File: config.mk
export PLATFORM = sky130hd
export DESIGN_NAME = instr_fetch_queue_flat
export DESIGN_NICKNAME = d
export VERILOG_FILES = /design/src/rtl/if_pkg.sv /design/src/rtl/instr_fetch_queue_if.sv /design/src/rtl/if_sync_fifo.sv /design/src/rtl/instr_fetch_queue.sv /design/src/flat_wrapper.sv
export SDC_FILE = /design/constraint.sdc
export NUM_CORES = 1
export LEC_CHECK = 0
export CAP_MARGIN = 10
export CORE_UTILIZATION = 30
export DETAILED_ROUTE_END_ITERATION = 7
export PLACE_DENSITY = 0.54
export SLEW_MARGIN = 25
export SYNTH_ARGS = -nofsm -noshare
export SYNTH_HDL_FRONTEND = slang
export SYNTH_SLANG_ARGS = --single-unit
export TNS_END_PERCENT = 5
File: constraint.sdc
create_clock -name clock -period 3.85 [get_ports clock]
set_clock_uncertainty 0.05 [all_clocks]
set_input_delay 0.77 -clock clock [delete_from_list [all_inputs] [get_ports clock]]
set_output_delay 0.77 -clock clock [all_outputs]
set_load 0.02 [all_outputs]
File: src/rtl/if_pkg.sv
// Shared constants and types for the instruction fetch queue.
package if_pkg;

  localparam logic [31:0] IF_RESET_PC = 32'h0000_0000;
  localparam int unsigned PC_INC      = 4;

  typedef enum logic {
    FETCH = 1'b0,
    FLUSH = 1'b1
  } if_state_e;

  function automatic int unsigned cnt_w(input int unsigned n);
    return $clog2(n + 1);
  endfunction

endpackage

File: src/rtl/instr_fetch_queue_if.sv
// Memory request/response, redirect and decode-side handshake bundle.
interface instr_fetch_queue_if #(
  parameter int ADDR_W  = 32,
  parameter int INSTR_W = 32
);
  logic               mem_req_valid;
  logic [ADDR_W-1:0]  mem_req_addr;
  logic               mem_req_ready;
  logic               mem_rsp_valid;
  logic [INSTR_W-1:0] mem_rsp_data;
  logic               redirect_valid;
  logic [ADDR_W-1:0]  redirect_pc;
  logic               out_valid;
  logic               out_ready;
  logic [INSTR_W-1:0] out_instr;
  logic [ADDR_W-1:0]  out_pc_plus4;

  modport master (
    output mem_req_valid, mem_req_addr, out_valid, out_instr, out_pc_plus4,
    input  mem_req_ready, mem_rsp_valid, mem_rsp_data, redirect_valid, redirect_pc, out_ready
  );

  modport slave (
    input  mem_req_valid, mem_req_addr, out_valid, out_instr, out_pc_plus4,
    output mem_req_ready, mem_rsp_valid, mem_rsp_data, redirect_valid, redirect_pc, out_ready
  );
endinterface

File: src/rtl/if_sync_fifo.sv
// Synchronous FIFO with flush; any DEPTH >= 1, read data forced to 0 while empty.
module if_sync_fifo #(
  parameter  int WIDTH = 8,
  parameter  int DEPTH = 4,
  localparam int PTR_W = (DEPTH > 1) ? $clog2(DEPTH) : 1,
  localparam int CNT_W = $clog2(DEPTH + 1)
) (
  input  logic             clock,
  input  logic             reset,
  input  logic             flush_i,
  input  logic             push_i,
  input  logic [WIDTH-1:0] wdata_i,
  input  logic             pop_i,
  output logic [WIDTH-1:0] rdata_o,
  output logic [CNT_W-1:0] count_o
);

  logic [DEPTH-1:0][WIDTH-1:0] mem_q;
  logic [PTR_W-1:0]            rd_q, rd_d, wr_q, wr_d;
  logic [CNT_W-1:0]            cnt_q, cnt_d;
  logic                        empty, full, do_push, do_pop;

  function automatic logic [PTR_W-1:0] inc(input logic [PTR_W-1:0] p);
    return (p == PTR_W'(DEPTH - 1)) ? '0 : p + PTR_W'(1);
  endfunction

  assign empty   = (cnt_q == '0);
  assign full    = (cnt_q == CNT_W'(DEPTH));
  assign do_push = push_i && !full;
  assign do_pop  = pop_i && !empty;

  always_comb begin
    rd_d  = rd_q;
    wr_d  = wr_q;
    cnt_d = cnt_q;
    if (flush_i) begin
      rd_d  = '0;
      wr_d  = '0;
      cnt_d = '0;
    end else begin
      if (do_push) wr_d = inc(wr_q);
      if (do_pop)  rd_d = inc(rd_q);
      cnt_d = cnt_q + CNT_W'(do_push) - CNT_W'(do_pop);
    end
  end

  always_ff @(posedge clock) begin
    if (!reset) begin
      rd_q  <= '0;
      wr_q  <= '0;
      cnt_q <= '0;
    end else begin
      rd_q  <= rd_d;
      wr_q  <= wr_d;
      cnt_q <= cnt_d;
    end
  end

  // Storage needs no reset: reads are masked until something is written.
  always_ff @(posedge clock) begin
    if (do_push && !flush_i) mem_q[wr_q] <= wdata_i;
  end

  assign rdata_o = empty ? '0 : mem_q[rd_q];
  assign count_o = cnt_q;

endmodule

File: src/rtl/instr_fetch_queue.sv
// Instruction fetch front end: credit-checked sequential fetch, in-order queue, redirect flush.
// Optional IF_PERF_CNT_EN adds perf_stall_cycles / perf_flushes counters.
module instr_fetch_queue import if_pkg::*; #(
  parameter int                ADDR_W    = 32,
  parameter int                INSTR_W   = 32,
  parameter int                DEPTH     = 4,
  parameter int                MAX_OUTST = 4,
  parameter logic [ADDR_W-1:0] RESET_PC  = ADDR_W'(IF_RESET_PC)
) (
  input  logic                 clock,
  input  logic                 reset,
  instr_fetch_queue_if.master  bus
`ifdef IF_PERF_CNT_EN
  ,
  output logic [31:0]          perf_stall_cycles,
  output logic [31:0]          perf_flushes
`endif
);

  localparam int QCNT_W = cnt_w(DEPTH);
  localparam int OCNT_W = cnt_w(MAX_OUTST);
  localparam int TCNT_W = cnt_w(MAX_OUTST);
  localparam int SUM_W  = QCNT_W + 1;
  localparam int QW     = INSTR_W + ADDR_W;

  if_state_e           state_q, state_d;
  logic [ADDR_W-1:0]   pc_q, pc_d;
  logic [OCNT_W-1:0]   outst_q, outst_d, drop_q, drop_d;

  logic [QCNT_W-1:0]   q_count;
  logic [QW-1:0]       q_rdata;
  logic [TCNT_W-1:0]   tag_count;
  logic [ADDR_W-1:0]   tag_pc;

  logic redirect, fire, rsp_take, rsp_acc, pop, out_valid, req_valid;

  assign redirect = bus.redirect_valid;

  // Credit check: every issued request is guaranteed a queue slot.
  assign req_valid = reset && (state_q == FETCH) && !redirect
                  && (outst_q < OCNT_W'(MAX_OUTST))
                  && ((SUM_W'(q_count) + SUM_W'(outst_q)) < SUM_W'(DEPTH));

  assign fire      = req_valid && bus.mem_req_ready;
  assign rsp_take  = bus.mem_rsp_valid && (outst_q != '0);
  assign rsp_acc   = rsp_take && (drop_q == '0) && !redirect && (tag_count != '0);
  assign out_valid = reset && (q_count != '0);
  assign pop       = out_valid && bus.out_ready;

  always_comb begin
    pc_d    = pc_q;
    outst_d = outst_q + OCNT_W'(fire) - OCNT_W'(rsp_take);
    drop_d  = drop_q;
    state_d = state_q;
    if (fire) pc_d = pc_q + ADDR_W'(PC_INC);
    if (redirect) begin
      pc_d    = bus.redirect_pc;
      drop_d  = outst_q - OCNT_W'(rsp_take);
      state_d = (drop_d != '0) ? FLUSH : FETCH;
    end else begin
      if (rsp_take && (drop_q != '0)) drop_d = drop_q - OCNT_W'(1);
      if ((state_q == FLUSH) && (drop_d == '0)) state_d = FETCH;
    end
  end

  always_ff @(posedge clock) begin
    if (!reset) begin
      state_q <= FETCH;
      pc_q    <= RESET_PC;
      outst_q <= '0;
      drop_q  <= '0;
    end else begin
      state_q <= state_d;
      pc_q    <= pc_d;
      outst_q <= outst_d;
      drop_q  <= drop_d;
    end
  end

  // PCs of live requests, in issue order; entries always equal outst - drop.
  if_sync_fifo #(.WIDTH(ADDR_W), .DEPTH(MAX_OUTST)) u_tag_fifo (
    .clock   (clock),
    .reset   (reset),
    .flush_i (redirect),
    .push_i  (fire),
    .wdata_i (pc_q),
    .pop_i   (rsp_acc),
    .rdata_o (tag_pc),
    .count_o (tag_count)
  );

  if_sync_fifo #(.WIDTH(QW), .DEPTH(DEPTH)) u_instr_q (
    .clock   (clock),
    .reset   (reset),
    .flush_i (redirect),
    .push_i  (rsp_acc),
    .wdata_i ({bus.mem_rsp_data, tag_pc + ADDR_W'(PC_INC)}),
    .pop_i   (pop),
    .rdata_o (q_rdata),
    .count_o (q_count)
  );

  assign bus.mem_req_valid = req_valid;
  assign bus.mem_req_addr  = pc_q;
  assign bus.out_valid     = out_valid;
  assign bus.out_instr     = q_rdata[ADDR_W +: INSTR_W];
  assign bus.out_pc_plus4  = q_rdata[ADDR_W-1:0];

`ifdef IF_PERF_CNT_EN
  logic [31:0] stall_q, flush_q;

  always_ff @(posedge clock) begin
    if (!reset) begin
      stall_q <= '0;
      flush_q <= '0;
    end else begin
      if (!out_valid && (state_q == FETCH)) stall_q <= stall_q + 32'd1;
      if (redirect)                         flush_q <= flush_q + 32'd1;
    end
  end

  assign perf_stall_cycles = stall_q;
  assign perf_flushes      = flush_q;
`endif

endmodule

File: src/flat_wrapper.sv
// flat-port wrapper written by rule: the top's interface ports become plain ports
module instr_fetch_queue_flat import if_pkg::*;
#(
  parameter int                ADDR_W    = 32,
  parameter int                INSTR_W   = 32,
  parameter int                DEPTH     = 4,
  parameter int                MAX_OUTST = 4,
  parameter logic [ADDR_W-1:0] RESET_PC  = ADDR_W'(IF_RESET_PC)
)
  (clock, reset, bus_mem_req_valid, bus_mem_req_addr, bus_out_valid, bus_out_instr, bus_out_pc_plus4, bus_mem_req_ready, bus_mem_rsp_valid, bus_mem_rsp_data, bus_redirect_valid, bus_redirect_pc, bus_out_ready);
  instr_fetch_queue_if #(.ADDR_W(ADDR_W), .INSTR_W(INSTR_W)) bus_i ();
  input  logic clock;
  input  logic reset;
  output wire logic [$bits(bus_i.mem_req_valid)-1:0] bus_mem_req_valid;
  output wire logic [$bits(bus_i.mem_req_addr)-1:0] bus_mem_req_addr;
  output wire logic [$bits(bus_i.out_valid)-1:0] bus_out_valid;
  output wire logic [$bits(bus_i.out_instr)-1:0] bus_out_instr;
  output wire logic [$bits(bus_i.out_pc_plus4)-1:0] bus_out_pc_plus4;
  input wire logic [$bits(bus_i.mem_req_ready)-1:0] bus_mem_req_ready;
  input wire logic [$bits(bus_i.mem_rsp_valid)-1:0] bus_mem_rsp_valid;
  input wire logic [$bits(bus_i.mem_rsp_data)-1:0] bus_mem_rsp_data;
  input wire logic [$bits(bus_i.redirect_valid)-1:0] bus_redirect_valid;
  input wire logic [$bits(bus_i.redirect_pc)-1:0] bus_redirect_pc;
  input wire logic [$bits(bus_i.out_ready)-1:0] bus_out_ready;
  assign bus_mem_req_valid = bus_i.mem_req_valid;
  assign bus_mem_req_addr = bus_i.mem_req_addr;
  assign bus_out_valid = bus_i.out_valid;
  assign bus_out_instr = bus_i.out_instr;
  assign bus_out_pc_plus4 = bus_i.out_pc_plus4;
  assign bus_i.mem_req_ready = bus_mem_req_ready;
  assign bus_i.mem_rsp_valid = bus_mem_rsp_valid;
  assign bus_i.mem_rsp_data = bus_mem_rsp_data;
  assign bus_i.redirect_valid = bus_redirect_valid;
  assign bus_i.redirect_pc = bus_redirect_pc;
  assign bus_i.out_ready = bus_out_ready;
  instr_fetch_queue #(.ADDR_W(ADDR_W), .INSTR_W(INSTR_W), .DEPTH(DEPTH), .MAX_OUTST(MAX_OUTST), .RESET_PC(RESET_PC)) u_core (.clock(clock), .reset(reset), .bus(bus_i));
endmodule
==> results of run 1 <==
[worst max-delay path: stages, from the launching register on]
cell	delay (ns)
dfxtp_4	0.60
buf_4	0.27
mux4_2	0.51
and2_1	0.20
clkdlybuf4s50_1	0.55
[flip-flops by register name, indices dropped and copies added (netlist names)]
signal / flops
u_core.u_instr_q.wr_q: 2
u_core.u_instr_q.mem_q: 256
u_core.state_q: 1
u_core.u_tag_fifo.count_o: 3
u_core.u_instr_q.count_o: 3
u_core.u_tag_fifo.rd_q: 2
u_core.u_instr_q.rd_q: 2
u_core.outst_q: 3
u_core.drop_q: 3
u_core.u_tag_fifo.wr_q: 2
u_core.bus.mem_req_addr: 32
u_core.u_tag_fifo.mem_q: 128
[layout make-up]
type / count / area share
antenna: 1 / 0.000109
clock buffer: 62 / 0.0538
clock inverter: 19 / 0.00907
inverter: 35 / 0.00574
multi-input combinational: 616 / 0.243
sequential: 437 / 0.550
tap: 782 / 0.0427
timing repair buffer: 206 / 0.0950
[cells by family after synthesis]
family	Yosys count	share of synthesized area
buffers and inverters	92	0.0205
AO/OA/AOI/OAI	99	0.0342
adder cells (fa/ha/maj)	28	0.0201
multiplexers	119	0.134
XOR/XNOR	37	0.0175
flip-flops	437	0.680
AND/OR/NAND/NOR	333	0.0943
[power by group through the flow]
stage	combinational (mW)	sequential [mW]	clock, mW
2_1_floorplan	0.312	5.40	0
3_3_place_gp	0.570	5.41	0
3_5_place_dp	0.578	5.41	0
4_1_cts	0.582	5.31	4.34
5_1_grt	0.634	5.32	4.52
6_report	0.572	5.31	4.21
[worst paths after layout]
check | to | from | cells past startpoint
worst max register to register | u_core.u_tag_fifo.count_o[2]$_SDFF_PP0_ | u_core.outst_q[2]$_SDFF_PN0_ | 15
worst min-delay path | u_core.u_tag_fifo.wr_q[1]$_SDFFE_PP0P_ | u_core.u_tag_fifo.wr_q[1]$_SDFFE_PP0P_ | 2
worst max-delay path | bus_out_pc_plus4[21] | u_core.u_instr_q.rd_q[0]$_SDFFE_PP0P_ | 4
worst min register to register | u_core.u_tag_fifo.wr_q[1]$_SDFFE_PP0P_ | u_core.u_tag_fifo.wr_q[1]$_SDFFE_PP0P_ | 2
[metal layers]
| metal | vias up | GRT usage | wire length [um] |
|---|---|---|---|
| met2 | 289 | 0.218 | 19800 |
| li1 | 4837 | - | - |
| met3 | 55 | 0.0229 | 1890 |
| met4 | 0 | 0.0408 | 803 |
| met5 | - | 0 | 0 |
| met1 | 5275 | 0.182 | 19400 |
[stage by stage]
stage               setup WS [ns]  cell area, um2  setup TNS (ns)
floorplan                  -0.179           18500          -34.32
global placement            0.128           21500               0
detailed placement         0.0738           21500               0
CTS                         0.207           22900               0
global route                0.169           22900               0
finish                      0.308           22900               0
[layout by cell type (no fill, tap or decap), drive strengths merged, types with 27 or more instances in the layout]
cell / synthesis / layout
buf: 21 / 39
dfxtp: 53 / 53
edfxtp: 384 / 384
clkdlybuf4s50: 0 / 166
mux4: 102 / 102
nand3: 27 / 27
nor2: 69 / 69
clkbuf: 36 / 62
a21oi: 30 / 30
and2: 84 / 84
nand2: 76 / 76
inv: 35 / 36
[timing repair]
action	CTS	global route
hold buffers	0	0
endpoints found under the setup margin	1	0
resized for setup	1	0
==> impl_results.md, run 1 <==
- First-pass GRT wire length: roughly 64000 um
- Final Hold Viols: 0
- H-tree levels: 2
- Final Critical Period: approximately 3.5 ns
- Rel. slew slack: 0.413
- Overall Power: just over 10 mW
- Setup violators final: 0
- Ys flop type: edfxtp_1
- Reg2reg setup slack: ~0.36 ns
- Startpoint types: flop
- Post-detailed-route wirelength per cell: 19.4 um
- Synth cell count leaders: 384 x edfxtp_1, 102 x mux4_2, 84 x and2_1, 76 x nand2_1, 69 x nor2_1
- Pwr dens: between 400 and 500 mW/mm2
- RSZ-0062 raised after global routing: no
- Largest net degree at the start of global routing: 66
- Antenna violations before repair: 0
- Area delta synth->final: 23.6%
- Internal power component: between 7 and 8 mW
- Post-Synthesis Cell Area: 0.0185 mm2
- Syn_nets: roughly 1200
- DRC viols: 0
- CTS tree: done
- Area of the multi-input gates: approximately 0.0056 mm2
- Cells after DPL: 2076
- Die Ht: approximately 250 um
- # rows: 90
- GRT Total Usage: 0.134
- Comb pwr share: 0.057
- Vias in the first global route: 11000
- Chip Width: 251 um
- Arrival time worst endpoint: about 2.7 ns
- Max Clk Rate: ~280 MHz
- Root Driver: clkbuf_16
- Gpl congestion: roughly 0.78
- Mean Syn Cell Area: between 15 and 20 um2
- # IOs: approximately 170
- Lkg Pwr: approximately 7.3 nW
- FF+latch count, synth: between 400 and 500
- Layout filler cell count: about 5700
- Worst-path clk slew: 0.06 ns
- Final net count: around 1400
- Grt total ovfl: 0
- Number of port buffers: approximately 170
- Clock latency on the worst-skew pair: 0.58 ns
- Core Util, Final: 0.377
- Via density per instance: roughly 4.8
- WS Path Type: flop to output pin
- Fin crit share: 0.920
- Post-synth EDFFs: roughly 380
- Status: complete, no violations
- ANT nets after route: 0
- Clk buf depth: 3
- Post-synth top area share: 0.622
- Crit. End Element: output pin
- Clk pwr share: 0.417
- Max_cap viols: 0
- Wirelength, routed: 41900 um
- Class of the most critical hold timing path: flop to flop
- Post-DP HPWL: approximately 28000 um
- Max Slew Vio Count: 0
- TritonCTS buffer count: 46
- Core Box Area: 0.0607 mm2
- Initial Util: 0.305
- Psw: approximately 2.2 mW
- Worst-Margin Slew: 0.880 ns
- Largest cells by area after synthesis: edfxtp_1 62%, mux4_2 12%, dfxtp_1 5.7%
- Via count: about 10000
- Die area: 0.0628 mm2
- Hold slack: between 0.5 and 0.6 ns
- Cells after synthesis: between 1000 and 1500
- Reg area: roughly 0.013 mm2
- Sw frac: 0.219
- Post-synthesis async set-or-reset flop share: 0
- Yosys top cell by area: edfxtp_1
- Required @ worst endpoint: a little over 3 ns
- Sinks on Clock Net: ~440
- DR pass1 iterations: 7
- Post-CTS Setup Repair Bufs: 0
- Worst vdd ir: approximately 0.32 mV
- Final std cells w/o fill: around 2200
- Layout cells sized above 1: 0.164
- Crit-path max FO: 19
- Iteration-0 DRC Markers: slightly below 600
- Synth warn: 0
- Seq/Total Area, Yosys: 0.680
- Synth unique cells: a little under 60
- Top-count cell post-synth: edfxtp_1
- Flop pwr share: 0.526
(Power assumes the default switching activity.)
==> run 2: changes to the inputs <==
--- a/config.mk
+++ b/config.mk
@@ -8,6 +8,7 @@
 export CAP_MARGIN = 10
 export CORE_UTILIZATION = 30
 export DETAILED_ROUTE_END_ITERATION = 7
+export MAX_ROUTING_LAYER = met4
 export PLACE_DENSITY = 0.54
 export SLEW_MARGIN = 25
 export SYNTH_ARGS = -nofsm -noshare
==> run 2 against run 1 <==
Critical path depth is the same. Sequential share of layout area is essentially flat. Utilization is essentially flat. Sequential cell count is the same. Final cell count is essentially flat. Global-route usage grew 0.41 points. Clock power is essentially flat. Die area is the same. Final area is essentially flat. Wire length is essentially flat. Largest cell class unchanged. Largest power group unchanged.
==> impl_results.md, run 2 (same netlist as run 1, synthesis figures left out) <==
- TritonCTS buffer count: 46 (unchanged)
- Hold path cells: 0 (-2)
- Most frequent cells in the layout: 384 x edfxtp_1, 166 x clkdlybuf4s50_1, 102 x mux4_2, 80 x and2_1, 76 x nand2_1
- Chip Width: 251 um (unchanged)
- Area of the multi-input gates: 0.00557 mm2 (unchanged)
- Slowest cell delay on critical path: 0.60 ns (about the same)
- Rel. slew slack: 0.411 (-0.00233)
- Gpl congestion: 0.787 (+1.5%)
- Reg2reg setup slack: 0.36 ns (about the same)
- Lkg Pwr: 7.34 nW (about the same)
- # IOs: 168 (unchanged)
- RR Startpoint: u_core.outst_q[2]$_SDFF_PN0_
- R2R depth: 15 (unchanged)
- Die Ht: 251 um (unchanged)
- Antenna violations before repair: 0 (unchanged)
- Final Critical Period: 3.54 ns (-0.00545 ns)
- Grt total ovfl: 0 (unchanged)
- Class of the most critical hold timing path: flop to flop
- Arrival time worst endpoint: 2.72 ns (about the same)
- Worst-path clk slew: 0.06 ns (about the same)
- Reg-to-Reg End: u_core.u_tag_fifo.count_o[2]$_SDFF_PP0_
- Iteration-0 DRC Markers: 614 (+6.4%)
- Sw frac: 0.219 (-0.000319)
- Number of port buffers: 167 (unchanged)
- Via density per instance: 4.83 (-0.34%)
- Root Driver: clkbuf_16
- Clk buf depth: 3 (unchanged)
- CTS tree: done
- Die area: 0.0628 mm2 (unchanged)
- Overall Power: 10.1 mW (about the same)
- Core Box Area: 0.0607 mm2 (unchanged)
- Max FFs per register: 256 (unchanged)
- Post-detailed-route wirelength per cell: 19.4 um (about the same)
- Worst-Margin Slew: 0.884 ns (+0.00350 ns)
- Layout cells sized above 1: 0.164 (unchanged)
- Fin crit share: 0.918 (-0.00142)
- Setup violators final: 0 (unchanged)
- Startpoint types: flop
- Crit-path max FO: 19 (unchanged)
- Commonest non-fill, non-tap cell in the layout: edfxtp_1
- Hold slack: 0.511 ns (+0.000318 ns)
- Worst vdd ir: 0.322 mV (about the same)
- Internal power component: 7.89 mW (about the same)
- Worst path buffer plus inverter count: 2 (unchanged)
- Top reg by flops: u_core.u_instr_q.mem_q
- # rows: 90 (unchanged)
- Flop pwr share: 0.527 (about the same)
- RSZ-0062 raised after global routing: no
- Max Slew Vio Count: 0 (unchanged)
- Vias in the first global route: 11000 (+0.046%)
- Sinks on Clock Net: 437 (unchanged)
- GRT Total Usage: 0.138 (+0.00414)
- Clock latency on the worst-skew pair: 0.58 ns (about the same)
- Area delta synth->final: 23.6% (about the same)
- ANT nets after route: 0 (unchanged)
- Cells after DPL: 2076 (unchanged)
- Wirelength, routed: 41900 um (about the same)
- Required @ worst endpoint: 3.03 ns (about the same)
- Pwr dens: 441 mW/mm2 (about the same)
- Largest net degree at the start of global routing: 66 (unchanged)
- Min-delay src: u_core.bus.mem_req_addr[1]$_SDFFE_PN0P_
- Psw: 2.21 mW (-0.18%)
- Final net count: 1440 (unchanged)
- Layout filler cell count: 5657 (-0.018%)
- Via count: 10400 (-0.38%)
- CP top delay family: buffers and inverters
- DRC viols: 0 (unchanged)
- Clk pwr share: 0.417 (about the same)
- Final std cells w/o fill: 2157 (-0.046%)
- Max_cap viols: 0 (unchanged)
- First-pass GRT wire length: 64400 um (about the same)
- Max Clk Rate: 283 MHz (+0.15%)
- DR pass1 iterations: 7 (unchanged)
- Core Util, Final: 0.377 (about the same)
- CP Cell Sequence: buf_4, mux4_2, and2_1, clkdlybuf4s50_1
- H-tree levels: 2 (unchanged)
- ANT cells: 0 (-1)
- Status: complete, no violations
- Initial Util: 0.305 (unchanged)
- Slowest-stage cell, CP: dfxtp_4
- Reg area: 0.0126 mm2 (unchanged)
- Post-DP HPWL: 27700 um (unchanged)
- Comb pwr share: 0.057 (about the same)
- Setup TNS: 0 ns (unchanged)
- WHS Endpoint: u_core.u_tag_fifo.mem_q[97]$_DFFE_PP_
- Final Hold Viols: 0 (unchanged)
- Crit. End Element: output pin
- WS Path Type: flop to output pin
-- run 2: cell type report --
class / instances / share of cell area
inverter: 35 / 0.00574
multi-input combinational: 616 / 0.243
clock inverter: 19 / 0.00907
tap: 782 / 0.0427
timing repair buffer: 206 / 0.0950
clock buffer: 62 / 0.0538
sequential: 437 / 0.550
-- run 2: metrics by stage --
| step | area (um2) | worst slack (ns) |
|---|---|---|
| finish | 22900 | 0.314 |
| global route | 22900 | 0.169 |
| CTS | 22900 | 0.207 |
| detailed placement | 21500 | 0.0738 |
| global placement | 21500 | 0.128 |
| floorplan | 18500 | -0.179 |
-- run 2: power groups by stage --
stage | logic (mW) | clock network [mW] | registers, mW
after floorplan | 0.312 | 0 | 5.40
after global placement | 0.570 | 0 | 5.41
after detailed placement | 0.578 | 0 | 5.41
after CTS | 0.582 | 4.34 | 5.31
after global routing | 0.634 | 4.53 | 5.33
final | 0.572 | 4.21 | 5.31
-- run 2: how the worst max path moves through the flow --
stage / to / cells after the start / slack, ns / start
6_report: bus_out_pc_plus4[21] / 4 / 0.31 / u_core.u_instr_q.rd_q[0]$_SDFFE_PP0P_
4_1_cts: bus_out_pc_plus4[22] / 4 / 0.21 / u_core.u_instr_q.rd_q[0]$_SDFFE_PP0P_
3_3_place_gp: u_core.u_tag_fifo.count_o[2]$_SDFF_PP0_ / 15 / 0.13 / bus_redirect_valid
5_1_grt: bus_out_pc_plus4[21] / 4 / 0.17 / u_core.u_instr_q.rd_q[0]$_SDFFE_PP0P_
2_1_floorplan: u_core.u_instr_q.mem_q[128]$_DFFE_PP_ / 4 / -0.18 / bus_redirect_valid
3_5_place_dp: u_core.u_tag_fifo.count_o[2]$_SDFF_PP0_ / 15 / 0.07 / bus_redirect_valid
-- run 2: metal layers --
layer  wire (um)  up-vias  global-route usage
li1            -     4832                   -
met1       19600     5253               0.183
met3        1810       57              0.0219
met5           0        -                   -
met4         799        0              0.0408
met2       19700      274               0.219
-- run 2: timing repair --
action,4_1_cts,5_1_grt
setup endpoints to repair,1,0
hold buffers,0,0
gates resized for setup,1,0
setup buffers,0,0
==> run 3: changes to the inputs <==
--- a/config.mk
+++ b/config.mk
@@ -6,10 +6,11 @@
 export NUM_CORES = 1
 export LEC_CHECK = 0
 export CAP_MARGIN = 10
-export CORE_UTILIZATION = 30
+export CORE_UTILIZATION = 23
 export DETAILED_ROUTE_END_ITERATION = 7
+export DONT_BUFFER_PORTS = 1
 export MAX_ROUTING_LAYER = met4
-export PLACE_DENSITY = 0.54
+export PLACE_DENSITY = 0.42
 export SLEW_MARGIN = 25
 export SYNTH_ARGS = -nofsm -noshare
 export SYNTH_HDL_FRONTEND = slang
==> run 3 against run 2 <==
Final area shrank 5.8%. Sequential power is essentially flat. Critical path depth grew 11. Wire length grew 7.3%. Count of clock-buffer cells in the layout grew 6. Worst setup slack lost 0.048 ns. Global-route usage shrank 2.5 points. Via count shrank 6.3%. Register-to-register slack lost 0.09 ns. Sequential cell count is the same. First-iteration DRC count shrank 27%. Highest routed layer unchanged.
==> impl_results.md, run 3 (same netlist as run 1, synthesis figures left out) <==
- Status: complete, no violations
- Max Slew Vio Count: 0 (unchanged)
- Max FFs per register: 256 (unchanged)
- Fin crit share: 0.931 (+0.0124)
- Post-route cell area: 0.0216 mm2 (-5.8%)
- Met2 wire length: 21000 um (+6.5%)
- Dpl ws: 0.237 ns (+0.163 ns)
- Core Box Area: 0.0794 mm2 (+31%)
- GRT Total Usage: 0.113 (-0.0249)
- RSZ-0062 raised after global routing: no
- Comb pwr share: 0.039 (-0.018)
- DRC viols: 0 (unchanged)
- Top routing layer used: met4
- Final net count: 1269 (-12%)
- Placed Instance Area: 0.0200 mm2 (-6.9%)
- # rows: 103 (+14%)
- # IOs: 168 (unchanged)
- Via count: 9756 (-6.3%)
- Antenna violations before repair: 0 (unchanged)
- WS Path Type: flop to flop
- H-tree levels: 2 (unchanged)
- Number of port buffers: 0 (-100%)
- Area delta synth->final: 16.4%
- Flop pwr share: 0.515 (-0.012)
- Overall Power: 10.4 mW (+2.7%)
- Sinks on Clock Net: 437 (unchanged)
- Clock latency on the worst-skew pair: 0.58 ns (about the same)
- RR Startpoint: u_core.outst_q[2]$_SDFF_PN0_
- Top reg by flops: u_core.u_instr_q.mem_q
- ANT cells: 0 (unchanged)
- Slowest-stage cell, CP: or4_4
- Iteration-0 DRC Markers: 448 (-27%)
- Most frequent cells in the layout: 384 x edfxtp_1, 102 x mux4_2, 80 x and2_1, 76 x nand2_1, 69 x nor2_1
- Hold buffer count at CTS: 0 (unchanged)
- Clk pwr share: 0.446 (+0.029)
- R2R depth: 15 (unchanged)
- Startpoint types: flop
- Via density per instance: 4.32 (-11%)
- WHS Endpoint: u_core.u_instr_q.mem_q[45]$_DFFE_PP_
- Max Clk Rate: 279 MHz (-1.3%)
- Psw: 2.22 mW (+0.76%)
- Gpl congestion: 0.753 (-4.3%)
- Required @ worst endpoint: 4.27 ns (+1.24 ns)
- DR pass1 iterations: 5 (-2)
- Reg area: 0.0126 mm2 (about the same)
- Crit-path max FO: 7 (-12)
- Arrival time worst endpoint: 4.01 ns (+1.29 ns)
- Setup violators final: 0 (unchanged)
- Crit. End Element: flop
- Pwr dens: 480 mW/mm2 (+9.0%)
- TritonCTS buffer count: 49 (+6.5%)
- Chip Width: 286 um (+14%)
- Worst path buffer plus inverter count: 4 (+2)
- Max_cap viols: 0 (unchanged)
- Reg-to-Reg End: u_core.u_tag_fifo.count_o[2]$_SDFF_PP0_
- Final Hold Viols: 0 (unchanged)
- Clk buf depth: 3 (unchanged)
- Worst-path clk slew: 0.06 ns (about the same)
- Post-DP HPWL: 29900 um (+7.8%)
- Internal power component: 8.14 mW (+3.2%)
- Metal-1 WL: 20000 um (+2.0%)
- Worst-Margin Slew: 0.934 ns (+0.0503 ns)
- Wirelength, routed: 44900 um (+7.3%)
- Commonest non-fill, non-tap cell in the layout: edfxtp_1
- Min-delay src: bus_mem_rsp_data[13]
- Hold path cells: 0 (unchanged)
- Layout cells sized above 1: 0.190 (+0.0252)
- Final std cells w/o fill: 2258 (+4.7%)
- Root Driver: clkbuf_16
- Die Ht: 286 um (+14%)
- CTS tree: done
- Post-detailed-route wirelength per cell: 19.9 um (+2.5%)
- Lkg Pwr: 6.75 nW (-8.1%)
- Worst vdd ir: 0.277 mV (-14%)
- Rel. slew slack: 0.377 (-0.0342)
- Initial Util: 0.233 (-0.0719)
- Class of the most critical hold timing path: input pin to flop
- Reg2reg setup slack: 0.27 ns (-0.09 ns)
- Final Critical Period: 3.58 ns (+0.0476 ns)
- Vias in the first global route: 10200 (-6.6%)
- Die area: 0.0817 mm2 (+30%)
- Routed wl met3: 2980 um (+65%)
- Slowest cell delay on critical path: 0.58 ns (-0.02 ns)
- CP top delay family: simple AND/OR/NAND/NOR gates
- Layout filler cell count: 8078 (+43%)
- Cells after DPL: 2170 (+4.5%)
- Post-CTS Resized: 0 (-1)
- ANT nets after route: 0 (unchanged)
- Largest net degree at the start of global routing: 65 (-1.5%)
- CP Cell Sequence: ha_1, or4_1, or4_4, inv_2, nand2_1, a21oi_2, inv_1, ha_1, inv_1, ha_1, inv_1, fa_1, xor2_1, xnor2_1, nor2_1
- Area of the multi-input gates: 0.00557 mm2 (unchanged)
- Post-CTS Setup Repair Bufs: 0 (unchanged)
- Grt total ovfl: 0 (unchanged)
- First-pass GRT wire length: 67000 um (+4.1%)
- Sw frac: 0.215 (-0.00405)
- Fin worst setup slack: 0.266 ns (-0.0476 ns)
[run 3: worst max path at each step]
| stage | startpoint | depth (start not counted) | slack [ns] | end |
|---|---|---|---|---|
| after floorplan | bus_redirect_valid | 4 | -0.18 | u_core.u_instr_q.mem_q[128]$_DFFE_PP_ |
| after global placement | u_core.outst_q[2]$_SDFF_PN0_ | 15 | 0.27 | u_core.u_tag_fifo.count_o[2]$_SDFF_PP0_ |
| after detailed placement | u_core.outst_q[2]$_SDFF_PN0_ | 15 | 0.24 | u_core.u_tag_fifo.count_o[2]$_SDFF_PP0_ |
| after CTS | u_core.outst_q[2]$_SDFF_PN0_ | 15 | 0.22 | u_core.u_tag_fifo.count_o[2]$_SDFF_PP0_ |
| after global routing | u_core.outst_q[2]$_SDFF_PN0_ | 15 | 0.06 | u_core.u_tag_fifo.count_o[2]$_SDFF_PP0_ |
| final | u_core.outst_q[2]$_SDFF_PN0_ | 15 | 0.27 | u_core.u_tag_fifo.count_o[2]$_SDFF_PP0_ |
[run 3: power by group through the flow]
stage                     logic (mW)  registers, mW  clock network, mW
final                          0.404           5.34               4.62
after global routing           0.463           5.35               4.96
after CTS                      0.416           5.34               4.80
after detailed placement       0.412           5.44                  0
after global placement         0.410           5.44                  0
after floorplan                0.312           5.40                  0
[run 3: final cells by class]
type | instances | share of cell area
clock inverters | 20 | 0.00998
inverters | 35 | 0.00609
flip-flops and latches | 437 | 0.584
clock buffers | 68 | 0.0636
multi-input cells | 616 | 0.258
well taps | 1050 | 0.0609
repair buffers | 32 | 0.0169
[run 3: metrics by stage]
| stage | utilization | TNS [ns] | hold slack [ns] |
|---|---|---|---|
| final | 0.272 | 0 | 0.228 |
| after global routing | 0.272 | 0 | 0.185 |
| after CTS | 0.272 | 0 | 0.180 |
| after detailed placement | 0.252 | 0 | 0.508 |
| after global placement | 0.252 | 0 | 0.486 |
| after floorplan | - | -34.32 | 0.464 |
[run 3: metal layers]
layer,global-route usage,vias up
li1,-,4499
met1,0.140,4947
met2,0.180,241
met3,0.0320,69
met4,0.0317,0
met5,-,-
==> edit: new RTL, flow settings as in run 2 <==
`INSTR_W` is set to 32 in 3 places; all go to 16.
--- a/src/rtl/instr_fetch_queue_if.sv
+++ b/src/rtl/instr_fetch_queue_if.sv
@@ -1,7 +1,7 @@
 // Memory request/response, redirect and decode-side handshake bundle.
 interface instr_fetch_queue_if #(
   parameter int ADDR_W  = 32,
-  parameter int INSTR_W = 32
+  parameter int INSTR_W = 16
 );
   logic               mem_req_valid;
   logic [ADDR_W-1:0]  mem_req_addr;
--- a/src/rtl/instr_fetch_queue.sv
+++ b/src/rtl/instr_fetch_queue.sv
@@ -2,7 +2,7 @@
 // Optional IF_PERF_CNT_EN adds perf_stall_cycles / perf_flushes counters.
 module instr_fetch_queue import if_pkg::*; #(
   parameter int                ADDR_W    = 32,
-  parameter int                INSTR_W   = 32,
+  parameter int                INSTR_W   = 16,
   parameter int                DEPTH     = 4,
   parameter int                MAX_OUTST = 4,
   parameter logic [ADDR_W-1:0] RESET_PC  = ADDR_W'(IF_RESET_PC)
--- a/src/flat_wrapper.sv
+++ b/src/flat_wrapper.sv
@@ -2,7 +2,7 @@
 module instr_fetch_queue_flat import if_pkg::*;
 #(
   parameter int                ADDR_W    = 32,
-  parameter int                INSTR_W   = 32,
+  parameter int                INSTR_W   = 16,
   parameter int                DEPTH     = 4,
   parameter int                MAX_OUTST = 4,
   parameter logic [ADDR_W-1:0] RESET_PC  = ADDR_W'(IF_RESET_PC)
Ports: changed (resized bus_mem_rsp_data and bus_out_instr); port bits go from 168 to 136. No check against the original RTL was run, so the function may have changed too.
==> edit against run 2 <==
Worst setup slack better by 40 ps; sequential cell count down 64; combinational power down 8.2%; global-route usage down 0.060 points; non-clock buffer count down 43; area after synthesis down 14%; power down 12%; first-iteration DRC count down 3.1%; hold slack worse by 59 ps; wire length down 15%; sequential share of layout area down 0.62 points; critical path depth unchanged; cell area down 14%; highest routed layer unchanged.
==> edit: results (changes against run 2) <==
----------------------------------------------------
[Final layout]
  Final cell count without fillers ... 1910 (-11%)
  Area of the multi-input gates ... 4989 um2 (-11%)
  #MultiIn Comb ... 582 (-5.5%)
  Post-layout net count ... 1273 (-12%)
  Seq/total area ... 54.41% (-0.62 points)
  Number of ordinary and repair buffers in the finished layout ... 163 (-21%)
  Total area of sequential cells ... 10680 um2 (-15%)
  Count of non-CTS inverters in the layout ... 31 (-11%)
  Non-clock buffer contribution to total cell area ... 8.442% (-1.1 points)
  Number of flip-flops in the largest register ... 192 (-25%)
  Fraction of final layout cells with drive strength greater than 1 ... 15.22% (-1.2 points)

[Clock tree]
  Number of gates resized after cts ... 0 (-1)

[Place]
  Number of placed cells counting well taps ... 1837 (-12%)
  Weighted congestion at the end of routability-driven global placement ... 0.7307 (-7.2%)
  Cell Area, Placed ... 18300 um2 (-15%)
  Port Buffers ... 135 (-19%)

[Global routing]
  Met2 global-route usage ... 20.75% (-1.1 points)
  Global Route met3 Usage ... 2.684% (+0.49 points)
  Global routing usage on met1 ... 19.00% (+0.70 points)
  First-pass GRT wire length ... 55090 um (-14%)

[Worst setup path]
  Critical Path Fanout Max ... 21 (+2)

[Power and ir drop]
  Leakage power ... 0.006320 uW (-14%)
  Switching power ... 1923 uW (-13%)

[Route]
  Wirelength per Cell ... 18.66 um (-3.9%)
  Amount of wire on met3 after detailed routing ... 1606 um (-11%)
  Via/cell ratio ... 4.773 (-1.2%)
  Number of DRC markers after the initial detailed-route iteration ... 595 (-3.1%)

[Logic synthesis]
  Nets in the synthesized netlist ... 1115 (-10%)
  Part of the Yosys area used for sequential elements ... 66.83% (-1.1 points)
  Top cells by count, synth ... 320 x sky130_fd_sc_hd__edfxtp_1, 82 x sky130_fd_sc_hd__nand2_1, 78 x sky130_fd_sc_hd__mux4_2
  Synthesized instance count ... 1034 (-9.7%)
  Number of enable flip-flop cells after synthesis ... 320 (-17%)
  Synthesis-stage register bit count ... 373 (-15%)
  Area contributors post-synth ... sky130_fd_sc_hd__edfxtp_1 60%, sky130_fd_sc_hd__mux4_2 11%, sky130_fd_sc_hd__dfxtp_1 6.6%

[Outcome]
  Outcome ... completed

----------------------------------------------------
[edit: worst paths after layout]
kind | startpoint | slack [ps] | cells after the start | end
worst max-delay path | u_core.u_instr_q.rd_q[0] | 350 | 4 | bus_out_pc_plus4[30]
worst max register to register | u_core.u_tag_fifo.rd_q[0] | 730 | 10 | u_core.u_instr_q.mem_q[158]
worst min-delay path | u_core.u_tag_fifo.wr_q[1] | 450 | 2 | u_core.u_tag_fifo.wr_q[1]
worst min register to register | u_core.u_tag_fifo.wr_q[1] | 450 | 2 | u_core.u_tag_fifo.wr_q[1]
[edit: critical path, stage by stage (launching register included)]
cell and delay [ps]:
sky130_fd_sc_hd__dfxtp_4 560, sky130_fd_sc_hd__buf_12 270, sky130_fd_sc_hd__mux4_2 560, sky130_fd_sc_hd__and2_1 180
sky130_fd_sc_hd__clkdlybuf4s50_1 530
[edit: logic make-up after synthesis]
kind of cell	share of synthesized area, %
compound gates	3.973
xor+xnor	1.975
fa+ha+maj	2.257
buf+inv	1.983
flops	66.83
mux	12.78
simple gates	10.20
